===== config.mk =====
export PLATFORM = sky130hd
export DESIGN_NAME = recepcao_serial_pedidos
export DESIGN_NICKNAME = d
export VERILOG_FILES = /design/src/rtl/recepcao_serial_pedidos_pkg.sv /design/src/rtl/recepcao_serial_pedidos_uart_rx.sv /design/src/rtl/recepcao_serial_pedidos.sv
export SDC_FILE = /design/constraint.sdc
export NUM_CORES = 1
export LEC_CHECK = 0
export ABC_AREA = 1
export BUFFER_PORTS_ARGS = -buffer_cell sky130_fd_sc_hd__buf_4
export CORE_MARGIN = 5
export CORE_UTILIZATION = 55
export CTS_CLUSTER_SIZE = 8
export DETAILED_ROUTE_END_ITERATION = 6
export GPL_ROUTABILITY_DRIVEN = 1
export GPL_TIMING_DRIVEN = 0
export PLACE_DENSITY = 0.82
export SYNTH_ARGS = -nofsm -noshare
export SYNTH_HDL_FRONTEND = slang
export SYNTH_SLANG_ARGS = --single-unit
export TNS_END_PERCENT = 20

===== constraint.sdc =====
create_clock -name clock -period 2.4 [get_ports clock]
set_input_delay 0.48 -clock clock [delete_from_list [all_inputs] [get_ports clock]]
set_output_delay 0.48 -clock clock [all_outputs]
set_load 0.005 [all_outputs]

===== src/rtl/recepcao_serial_pedidos_pkg.sv =====
// Shared types and constants for the serial pedido receiver: frame header,
// parser/UART state encodings, error codes and the pedido record.
package pedidos_pkg;

  localparam logic [7:0] CABECALHO_PADRAO = 8'hA5;

  typedef enum logic [1:0] {
    ESPERA_CAB  = 2'd0,
    ESPERA_DADO = 2'd1,
    ESPERA_CHK  = 2'd2,
    VALIDA      = 2'd3
  } estado_parser_t;

  typedef enum logic [2:0] {
    UART_IDLE     = 3'd0,
    UART_START    = 3'd1,
    UART_DADOS    = 3'd2,
    UART_PARIDADE = 3'd3,
    UART_STOP     = 3'd4
  } estado_uart_t;

  localparam logic [2:0] ERR_NENHUM     = 3'b000;
  localparam logic [2:0] ERR_FRAMING    = 3'b001;
  localparam logic [2:0] ERR_CHECKSUM   = 3'b010;
  localparam logic [2:0] ERR_FORMATO    = 3'b011;
  localparam logic [2:0] ERR_FILA_CHEIA = 3'b100;
  localparam logic [2:0] ERR_TIMEOUT    = 3'b101;
  localparam logic [2:0] ERR_PARIDADE   = 3'b110;

  typedef struct packed {
    logic [1:0] tipo;
    logic [1:0] origem;
    logic [1:0] destino;
  } pedido_t;

  // Payload layout is {2'b00, tipo, origem, destino}.
  function automatic pedido_t desempacota(input logic [7:0] payload);
    pedido_t p;
    p.tipo    = payload[5:4];
    p.origem  = payload[3:2];
    p.destino = payload[1:0];
    return p;
  endfunction

  // A payload is well formed when the spare bits are zero and the trip is not to the same floor.
  function automatic logic formato_ok(input logic [7:0] payload);
    return (payload[7:6] == 2'b00) && (payload[3:2] != payload[1:0]);
  endfunction

endpackage


===== src/rtl/recepcao_serial_pedidos_uart_rx.sv =====
// UART receiver for the pedido link: 2-FF synchronizer, baud/bit counters,
// mid-bit sampling. Build option PARIDADE_EN selects 8E1 (otherwise 8N1).
// All outputs are registered 1-cycle pulses except dado, which holds the last good byte.
module uart_rx_serial
  import pedidos_pkg::*;
#(
  parameter int CLKS_PER_BIT = 434
) (
  input  logic       clock,
  input  logic       reset,
  input  logic       RX,
  output logic       byte_ok,
  output logic [7:0] dado,
  output logic       erro_framing,
  output logic       erro_paridade
);

  localparam int CW = (CLKS_PER_BIT > 2) ? $clog2(CLKS_PER_BIT) : 2;
  localparam logic [CW-1:0] CNT_BIT  = CW'(CLKS_PER_BIT - 1);
  localparam logic [CW-1:0] CNT_MEIO = CW'(CLKS_PER_BIT / 2 - 1);

  logic         rx_s1_q, rx_s2_q, rx_ant_q;
  estado_uart_t estado_q, estado_d;
  logic [CW-1:0] cnt_q, cnt_d;
  logic [2:0]   bit_q, bit_d;
  logic [7:0]   shreg_q, shreg_d;
  logic         par_err_q, par_err_d;
  logic         byte_ok_q, byte_ok_d;
  logic [7:0]   dado_q, dado_d;
  logic         ferr_q, ferr_d;
  logic         perr_q, perr_d;
  logic         queda;

  assign queda = rx_ant_q & ~rx_s2_q;

  // Synchronizer stages idle high so reset never looks like a start bit.
  always_ff @(posedge clock or posedge reset) begin
    if (reset) begin
      rx_s1_q  <= 1'b1;
      rx_s2_q  <= 1'b1;
      rx_ant_q <= 1'b1;
    end else begin
      rx_s1_q  <= RX;
      rx_s2_q  <= rx_s1_q;
      rx_ant_q <= rx_s2_q;
    end
  end

  // Receiver state and datapath registers.
  always_ff @(posedge clock or posedge reset) begin
    if (reset) begin
      estado_q  <= UART_IDLE;
      cnt_q     <= '0;
      bit_q     <= '0;
      shreg_q   <= '0;
      par_err_q <= 1'b0;
      byte_ok_q <= 1'b0;
      dado_q    <= '0;
      ferr_q    <= 1'b0;
      perr_q    <= 1'b0;
    end else begin
      estado_q  <= estado_d;
      cnt_q     <= cnt_d;
      bit_q     <= bit_d;
      shreg_q   <= shreg_d;
      par_err_q <= par_err_d;
      byte_ok_q <= byte_ok_d;
      dado_q    <= dado_d;
      ferr_q    <= ferr_d;
      perr_q    <= perr_d;
    end
  end

  // Bit timing: start re-check at half a bit, then one sample per bit period (mid-bit).
  always_comb begin
    estado_d  = estado_q;
    cnt_d     = cnt_q + 1'b1;
    bit_d     = bit_q;
    shreg_d   = shreg_q;
    par_err_d = par_err_q;
    byte_ok_d = 1'b0;
    dado_d    = dado_q;
    ferr_d    = 1'b0;
    perr_d    = 1'b0;
    case (estado_q)
      UART_IDLE: begin
        cnt_d = '0;
        bit_d = '0;
        if (queda) begin
          estado_d  = UART_START;
          par_err_d = 1'b0;
        end
      end
      UART_START: begin
        if (cnt_q == CNT_MEIO) begin
          cnt_d    = '0;
          estado_d = rx_s2_q ? UART_IDLE : UART_DADOS;
        end
      end
      UART_DADOS: begin
        if (cnt_q == CNT_BIT) begin
          cnt_d   = '0;
          shreg_d = {rx_s2_q, shreg_q[7:1]};
          bit_d   = bit_q + 3'd1;
          if (bit_q == 3'd7) begin
`ifdef PARIDADE_EN
            estado_d = UART_PARIDADE;
`else
            estado_d = UART_STOP;
`endif
          end
        end
      end
      UART_PARIDADE: begin
        if (cnt_q == CNT_BIT) begin
          cnt_d     = '0;
          par_err_d = ^{shreg_q, rx_s2_q};
          estado_d  = UART_STOP;
        end
      end
      UART_STOP: begin
        if (cnt_q == CNT_BIT) begin
          cnt_d    = '0;
          estado_d = UART_IDLE;
          if (!rx_s2_q) begin
            ferr_d = 1'b1;
          end else if (par_err_q) begin
            perr_d = 1'b1;
          end else begin
            byte_ok_d = 1'b1;
            dado_d    = shreg_q;
          end
        end
      end
      default: estado_d = UART_IDLE;
    endcase
  end

  assign byte_ok       = byte_ok_q;
  assign dado          = dado_q;
  assign erro_framing  = ferr_q;
  assign erro_paridade = perr_q;

endmodule


===== src/rtl/recepcao_serial_pedidos.sv =====
// Serial pedido receiver: UART front end plus a 3-byte frame parser
// (header, payload, checksum) that issues one write strobe per valid pedido.
// Parity checking in the UART is enabled by defining PARIDADE_EN.
module recepcao_serial_pedidos
  import pedidos_pkg::*;
#(
  parameter int         CLKS_PER_BIT   = 434,
  parameter int         TIMEOUT_CICLOS = 20 * CLKS_PER_BIT,
  parameter logic [7:0] CABECALHO      = CABECALHO_PADRAO
) (
  input  logic       clock,
  input  logic       reset,
  input  logic       RX,
  input  logic       fila_cheia,
  output logic [1:0] in_tipo_objeto,
  output logic [1:0] in_origem_objeto,
  output logic [1:0] in_destino_objeto,
  output logic       weT,
  output logic       erro_pedido,
  output logic [2:0] codigo_erro,
  output logic [7:0] pedidos_aceitos
);

  localparam int TW = $clog2(TIMEOUT_CICLOS + 1);
  localparam logic [TW-1:0] GAP_LIMITE = TW'(TIMEOUT_CICLOS - 1);

  logic       byte_ok, erro_framing, erro_paridade;
  logic [7:0] dado;

  uart_rx_serial #(
    .CLKS_PER_BIT(CLKS_PER_BIT)
  ) u_uart (
    .clock        (clock),
    .reset        (reset),
    .RX           (RX),
    .byte_ok      (byte_ok),
    .dado         (dado),
    .erro_framing (erro_framing),
    .erro_paridade(erro_paridade)
  );

  estado_parser_t estado_q, estado_d;
  logic [7:0]     payload_q, payload_d;
  logic [TW-1:0]  gap_q, gap_d;
  pedido_t        pedido_q, pedido_d;
  logic           weT_q, weT_d;
  logic           erro_q, erro_d;
  logic [2:0]     codigo_q, codigo_d;
  logic [7:0]     aceitos_q, aceitos_d;

  // Parser state, timeout counter and output registers.
  always_ff @(posedge clock or posedge reset) begin
    if (reset) begin
      estado_q  <= ESPERA_CAB;
      payload_q <= '0;
      gap_q     <= '0;
      pedido_q  <= '0;
      weT_q     <= 1'b0;
      erro_q    <= 1'b0;
      codigo_q  <= ERR_NENHUM;
      aceitos_q <= '0;
    end else begin
      estado_q  <= estado_d;
      payload_q <= payload_d;
      gap_q     <= gap_d;
      pedido_q  <= pedido_d;
      weT_q     <= weT_d;
      erro_q    <= erro_d;
      codigo_q  <= codigo_d;
      aceitos_q <= aceitos_d;
    end
  end

  // Next state. The validation verdict is registered on the checksum byte_ok,
  // so weT, in_* and the counter all change in the single VALIDA cycle.
  always_comb begin
    estado_d  = estado_q;
    payload_d = payload_q;
    pedido_d  = pedido_q;
    weT_d     = 1'b0;
    erro_d    = 1'b0;
    codigo_d  = codigo_q;
    aceitos_d = aceitos_q;

    if ((estado_q == ESPERA_DADO || estado_q == ESPERA_CHK) && !byte_ok) begin
      gap_d = gap_q + 1'b1;
    end else begin
      gap_d = '0;
    end

    if (erro_framing) begin
      erro_d   = 1'b1;
      codigo_d = ERR_FRAMING;
      estado_d = ESPERA_CAB;
    end else if (erro_paridade) begin
      erro_d   = 1'b1;
      codigo_d = ERR_PARIDADE;
      estado_d = ESPERA_CAB;
    end else begin
      case (estado_q)
        ESPERA_CAB: begin
          if (byte_ok && dado == CABECALHO) estado_d = ESPERA_DADO;
        end
        ESPERA_DADO: begin
          if (byte_ok) begin
            payload_d = dado;
            estado_d  = ESPERA_CHK;
          end else if (gap_q == GAP_LIMITE) begin
            erro_d   = 1'b1;
            codigo_d = ERR_TIMEOUT;
            estado_d = ESPERA_CAB;
          end
        end
        ESPERA_CHK: begin
          if (byte_ok) begin
            estado_d = VALIDA;
            if (dado != (CABECALHO ^ payload_q)) begin
              erro_d   = 1'b1;
              codigo_d = ERR_CHECKSUM;
            end else if (!formato_ok(payload_q)) begin
              erro_d   = 1'b1;
              codigo_d = ERR_FORMATO;
            end else if (fila_cheia) begin
              erro_d   = 1'b1;
              codigo_d = ERR_FILA_CHEIA;
            end else begin
              weT_d    = 1'b1;
              pedido_d = desempacota(payload_q);
              if (aceitos_q != 8'hFF) aceitos_d = aceitos_q + 8'd1;
            end
          end else if (gap_q == GAP_LIMITE) begin
            erro_d   = 1'b1;
            codigo_d = ERR_TIMEOUT;
            estado_d = ESPERA_CAB;
          end
        end
        VALIDA: estado_d = ESPERA_CAB;
        default: estado_d = ESPERA_CAB;
      endcase
    end
  end

  assign in_tipo_objeto    = pedido_q.tipo;
  assign in_origem_objeto  = pedido_q.origem;
  assign in_destino_objeto = pedido_q.destino;
  assign weT               = weT_q;
  assign erro_pedido       = erro_q;
  assign codigo_erro       = codigo_q;
  assign pedidos_aceitos   = aceitos_q;

endmodule


==> results.md, run 1 <==
- Starting Density: 56.4%
- Maximum number of pins on one net before global-route repair: 30
- Number of top-level pins: 23
- Leakage: ~2.5 nW
- Post-CTS Resized: 0
- Clock transition at path regs: 0.08 ns
- Syn_area_per_cell: ~7.6 µm²
- Max-Cap Viols: 0
- Cts hold-fix bufs: 0
- Hold Vio Cnt, Final: 0
- Relative slew margins: 60.3%
- Hold Path Class: in -> async
- N_diodes: 0
- CTS root buf: clkbuf_8
- Syn Nets: 584
- Layout cell share with drive strength beyond 1: 12.5%
- Most used DFF post-synth: dfrtp_1
- CP max FO: 9
- Worst setup path class: reg -> reg
- Hpwl dp: 6320 µm
- Area Growth Syn to Fin: 13.4%
- Ys async rst share: 100%
- Global placer's final weighted congestion: 0.882
- Die area: 9760 µm²
- RSZ-0062 raised after global routing: no
- Routed Antenna Nets: 0
- GRT overflow: 0
- Worst hold margin: 0.192 ns
- Max Slew Vio Count: 0
- Drt first pass iters: 4
- CTS Buffer Depth: 2
- Yosys top cell by area: dfrtp_1
- Gr busiest metal: met2
- Chip Height: 98.8 µm
- Initial drt markers: 172
- Nature of the critical path startpoint: register
- Clock Latency Late Sink: 0.35 ns
- Tmin final: 1.92 ns
- Worst vdd ir: 0.000422 V
- Final setup skew: around 0.0074 ns
- Post-CTS setup buffer count: 0
- Worst reg2reg path startpoint: estado_q[0]$_DFFE_PP0P_
- Via count: around 3600
- Most frequent cell after synthesis: nand2_1
- Synth area leaders: dfrtp_1, nand2_1, inv_1
- Mapped Area: 4330 µm²
- CTS tree: done
- Core area: 7690 µm²
- Arr. time, crit path: 2.22 ns
- Number of global-route vias before repair: between 3000 and 4000
- Avg WL per Cell: 11.8 µm
- Setup TNS: 0 ns
- DRC: 0
- Final Instance Area: 4910 µm²
- Clock sink total: 81
- Total power: 3.01 mW
- Worst slew pin tran: around 0.59 ns
- Die W: between 90 and 100 µm
- I/O Buffers: 22
- Most frequent cells after synthesis: nand2_1, inv_1, dfrtp_1
- M1 GR Usage: 22.8%
- PD cells: 612 nW/µm²
- Number of flops mapped to enable cells by yosys: 0
- Critical path origin: estado_q[0]$_DFFE_PP0P_
- CP required: 2.70 ns
- Post-layout nets: 619
- Ys Warns: 0
- # setup viols final: 0
- Global Route Usage Sum: 18.3%
- Crit. End Element: register
- Status: finished clean
- # rows: 32
- Routed WL: 8420 µm
- Area share of the largest cell type after synthesis: 45.0%
- Synthesized instance count: 569
- Grt met3 use: 4.10%
- Initial antenna violation count: 0
- CTS buffer count: 9
- Synth cell types: 33
- Synth Register Bits: 81
- Sequential area share after synthesis: 46.9%
- Drt via density: approximately 5
- Met2 Use GR: 30.7%
- Area after DPL: 4670 µm²
- FMAX: 520 MHz
- H-tree depth: 3
- Final Cycle Share: 80.2%
- First-pass GRT wire length: 14700 µm
worst paths after layout:
path / slack [ns] / cells after the start / end
worst max register to register: 0.48 / 7 / gap_q[12]$_DFF_PP0_
worst min register to register: 0.36 / 0 / u_uart.rx_s2_q$_DFF_PP1_
min in group clock: 0.23 / 1 / u_uart.rx_s1_q$_DFF_PP1_
worst max-delay path: 0.48 / 7 / gap_q[12]$_DFF_PP0_
max in group asynchronous: 1.47 / 4 / payload_q[6]$_DFFE_PP0P_
worst min-delay path: 0.19 / 2 / u_uart.estado_q[2]$_DFFE_PP0P_
sequential cells by signal, summed over array words and instances (netlist names):
name / count
u_uart.dado: 8
u_uart.bit_q: 3
in_destino_objeto: 2
u_uart.cnt_q: 9
estado_q: 2
u_uart.rx_s2_q: 1
u_uart.byte_ok: 1
erro_pedido: 1
weT: 1
u_uart.par_err_q: 1
codigo_erro: 3
in_tipo_objeto: 2
in_origem_objeto: 2
payload_q: 8
u_uart.rx_s1_q: 1
pedidos_aceitos: 8
u_uart.erro_paridade: 1
u_uart.estado_q: 3
u_uart.shreg_q: 8
gap_q: 14
u_uart.rx_ant_q: 1
u_uart.erro_framing: 1
cells in the final DEF (no fill, tap or decap), types with 9 or more instances in the layout:
cell | Yosys | routed
inv_2 | 9 | 9
nor3_1 | 12 | 12
clkbuf_8 | 0 | 10
nand2_1 | 174 | 174
xor2_1 | 10 | 10
nand3_1 | 34 | 34
buf_4 | 1 | 23
o21ai_0 | 25 | 25
dfrtp_1 | 78 | 78
a21oi_1 | 15 | 15
inv_1 | 79 | 78
nor2_1 | 51 | 51
o21ai_1 | 21 | 21
ha_1 | 11 | 11
where the power goes:
group          switching [mW]  internal, mW  total (mW)
sequential             0.0473          1.41        1.46
combinational           0.240         0.111       0.351
clock                   0.484         0.718        1.20
critical path, stage by stage (launching register included):
cell,delay [ns]
dfrtp_1,0.40
inv_1,0.10
ha_1,0.31
inv_1,0.04
nor2_1,0.43
inv_1,0.24
o21ai_0,0.21
o21a_1,0.14
cell families (layout without fill, tap and decap cells):
group / count (synthesis) / after routing / synth area share (%)
DFF: 81 / 81 / 46.9
adders and majority gates: 11 / 11 / 3.18
buffers and inverters: 94 / 134 / 8.46
xor gates and xnor gates: 15 / 15 / 3.03
and+or+nand+nor: 303 / 303 / 30.8
AOI/OAI and AO/OA: 65 / 65 / 7.68
stage by stage:
step / setup WS [ns] / utilization, % / std cells
5_1_grt: 0.293 / 63.9 / 711
2_1_floorplan: 0.813 / - / 569
3_3_place_gp: 0.453 / 60.2 / 693
4_1_cts: 0.488 / 63.9 / 711
3_5_place_dp: 0.511 / 60.8 / 695
6_report: 0.476 / 63.9 / 711
routing by layer:
| layer | up-vias | wire length, µm |
|---|---|---|
| met5 | - | 0 |
| met4 | 0 | 159 |
| met3 | 16 | 329 |
| met2 | 68 | 4080 |
| met1 | 1653 | 3850 |
| li1 | 1861 | - |
layout make-up:
| cell class | instances | area, µm² |
|---|---|---|
| Buffer | 4 | 28.8 |
| Clock buffer | 11 | 141 |
| Clock inverter | 5 | 103 |
| Fill cell | 655 | 2770 |
| Inverter | 90 | 342 |
| Multi-Input combinational cell | 394 | 1940 |
| Sequential cell | 81 | 2030 |
| Tap cell | 102 | 128 |
| Timing Repair Buffer | 24 | 205 |
(Power assumes the default switching activity.)
==> run 2: changes to the inputs <==
--- a/config.mk
+++ b/config.mk
@@ -8,12 +8,12 @@
 export ABC_AREA = 1
 export BUFFER_PORTS_ARGS = -buffer_cell sky130_fd_sc_hd__buf_4
 export CORE_MARGIN = 5
-export CORE_UTILIZATION = 55
+export CORE_UTILIZATION = 60
 export CTS_CLUSTER_SIZE = 8
 export DETAILED_ROUTE_END_ITERATION = 6
 export GPL_ROUTABILITY_DRIVEN = 1
 export GPL_TIMING_DRIVEN = 0
-export PLACE_DENSITY = 0.82
+export PLACE_DENSITY = 0.84
 export SYNTH_ARGS = -nofsm -noshare
 export SYNTH_HDL_FRONTEND = slang
 export SYNTH_SLANG_ARGS = --single-unit
==> constraint.sdc (replaced) <==
create_clock -name clock -period 2 [get_ports clock]
set_input_delay 0.4 -clock clock [delete_from_list [all_inputs] [get_ports clock]]
set_output_delay 0.4 -clock clock [all_outputs]
set_load 0.005 [all_outputs]
==> results.md, run 2 (synthesis gave the netlist of run 1 again) <==
- CTS Buffer Depth: 2
- Number of global-route vias before repair: 3538
- CP max FO: 5
- Status: finished clean
- Placed cells: 691
- Worst hold margin: 0.138 ns
- Worst reg2reg path startpoint: pedidos_aceitos[0]$_DFFE_PP0P_
- Worst setup path class: reg -> reg
- CTS tree: done
- I/O Buffers: 22
- Final setup skew: 0.00898 ns
- Die area: approximately 9000 µm²
- # rows: 31
- Global Route Usage Sum: a little over a fifth
- GRT overflow: 0
- Biggest register: gap_q
- Commonest non-fill, non-tap cell in the layout: nand2_1
- Post-CTS setup buffer count: 0
- Drt first pass iters: 5
- Final Cycle Share: 90.1%
- Hold Startpoint: RX
- FMAX: 555 MHz
- Final worst slack: 0.199 ns
- Worst path top cell family by delay: simple AND/OR/NAND/NOR gates
- Post-layout nets: 618
- Post-layout util: 68.1%
- Clock Latency Late Sink: about 0.36 ns
- Crit. End Element: register
- Pint: 2.41 mW
- First-pass GRT wire length: 15200 µm
- CTS root buf: clkbuf_8
- Max Slew Vio Count: 0
- Die W: 95.0 µm
- Via count: 3668
- Total power: approximately 3.4 mW
- Area after DPL: 4650 µm²
- Power share of the sequential group: 51.4%
- Arr. time, crit path: 2.11 ns
- Clock sink total: 81
- Avg WL per Cell: 12.1 µm
- RSZ-0062 raised after global routing: yes
- Final Instance Area: 4860 µm²
- Slowest stage delay, CP: 0.52 ns
- H-tree depth: 3
- Hold Vio Cnt, Final: 0
- CTS buffer count: 9
- Layout cell share with drive strength beyond 1: 12.8%
- Regs by FF count: gap_q: 14 flops, u_uart.cnt_q: 9 flops
- Hpwl dp: between 6000 and 7000 µm
- Critical-path top delay cell: nor4_1
- Place WS: a little over 0.08 ns
- Combinational share of power: about an eighth
- Chip Height: around 95 µm
- Clock transition at path regs: ~0.090 ns
- Starting Density: 60.7%
- DRC: 0
- N_diodes: 0
- CP bufs+invs: 0
- Most frequent cells in the layout: nand2_1, inv_1, dfrtp_1
- Max reg flops: 14
- Sw Pwr: 0.987 mW
- Maximum number of pins on one net before global-route repair: 43
- Area Growth Syn to Fin: 12.2%
- Critical path depth: 7
- Worst slew pin tran: 0.876 ns
- Post-Layout Cell Count: 707
- Clock Power Share: roughly 36%
- Worst vdd ir: between 0.0004 and 0.0005 V
- Drt via density: 5.19
- Leakage: 2.47 nW
- Core area: around 7000 µm²
- Nature of the critical path startpoint: register
- Initial drt markers: around 230
- Max-Cap Viols: 0
- Setup TNS: 0 ns
- Number of top-level pins: 23
- Sw Share: 29.1%
- Global placer's final weighted congestion: around 0.87
- Hold Path Class: in -> reg
- Critical path origin: pedidos_aceitos[0]$_DFFE_PP0P_
- Hold Path Depth: 1
- Routed WL: 8520 µm
- # setup viols final: 0
- PD cells: approximately 700 nW/µm²
- Tmin final: 1.80 ns
- Routed Antenna Nets: 0
- CP required: between 2 and 2.5 ns
- Initial antenna violation count: 0
- Critical path cell sequence: ha_1 > nand3_1 > nor4_1 > nor3_2 > nand2_2 > nand2_1 > nand2_1
- R2r worst-path depth: 7
- Crit-path most repeated cell: nand2_1
- Relative slew margins: around two fifths
[run 2: cell count changes in the layout (fill, tap and decap cells not counted), sizes merged]
| cell | change |
|---|---|
| clkbuf | -2 |
| buf | -1 |
| bufinv | -2 |
| inv | +1 |
| clkinvlp | +1 |
| clkinv | +2 |
[run 2: metal layers]
layer | vias to the layer above | track usage (%) | wire (µm)
met1 | 1697 | 27.1 | 3790
met5 | - | 0 | 0
li1 | 1852 | - | -
met2 | 102 | 35.2 | 4170
met4 | 0 | 8.29 | 148
met3 | 17 | 4.30 | 409
[run 2: path summary, 6_finish.rpt]
path,to,slack (ns)
worst max-delay path,pedidos_aceitos[3]$_DFFE_PP0P_,0.20
worst min-delay path,u_uart.rx_s1_q$_DFF_PP1_,0.14
worst max register to register,pedidos_aceitos[3]$_DFFE_PP0P_,0.20
worst min register to register,u_uart.rx_s2_q$_DFF_PP1_,0.37
max in group asynchronous,u_uart.rx_ant_q$_DFF_PP1_,1.07
min in group asynchronous,u_uart.bit_q[0]$_DFFE_PP0P_,0.21
[run 2: area by class of cell]
class                      instances  area, µm²
fill                             593       2280
timing repair buffer              23        185
clock inverter                     7       80.1
sequential                        81       2030
tap                               99        124
clock buffer                       9        124
buffer                             4       28.8
inverter                          90        342
multi-input combinational        394       1950
[run 2: power groups by stage]
stage | clock (mW) | sequential [mW] | combinational (mW)
after floorplan | 0 | 1.76 | 0.330
after global placement | 0 | 1.77 | 0.403
after CTS | 1.25 | 1.74 | 0.431
after detailed placement | 0 | 1.77 | 0.434
final | 1.22 | 1.74 | 0.426
after global routing | 1.31 | 1.76 | 0.505
[run 2: repair_timing]
action,CTS,global route
endpoints found under the setup margin,0,8
endpoints found under the hold margin,0,0
hold buffers,0,0
resized for setup,0,3
[run 2: worst register-to-register path: stages (launching register included)]
cell and delay [ns]:
dfrtp_1 0.42, ha_1 0.25, nand3_1 0.12, nor4_1 0.52, nor3_2 0.17, nand2_2 0.16
nand2_1 0.06, nand2_1 0.06
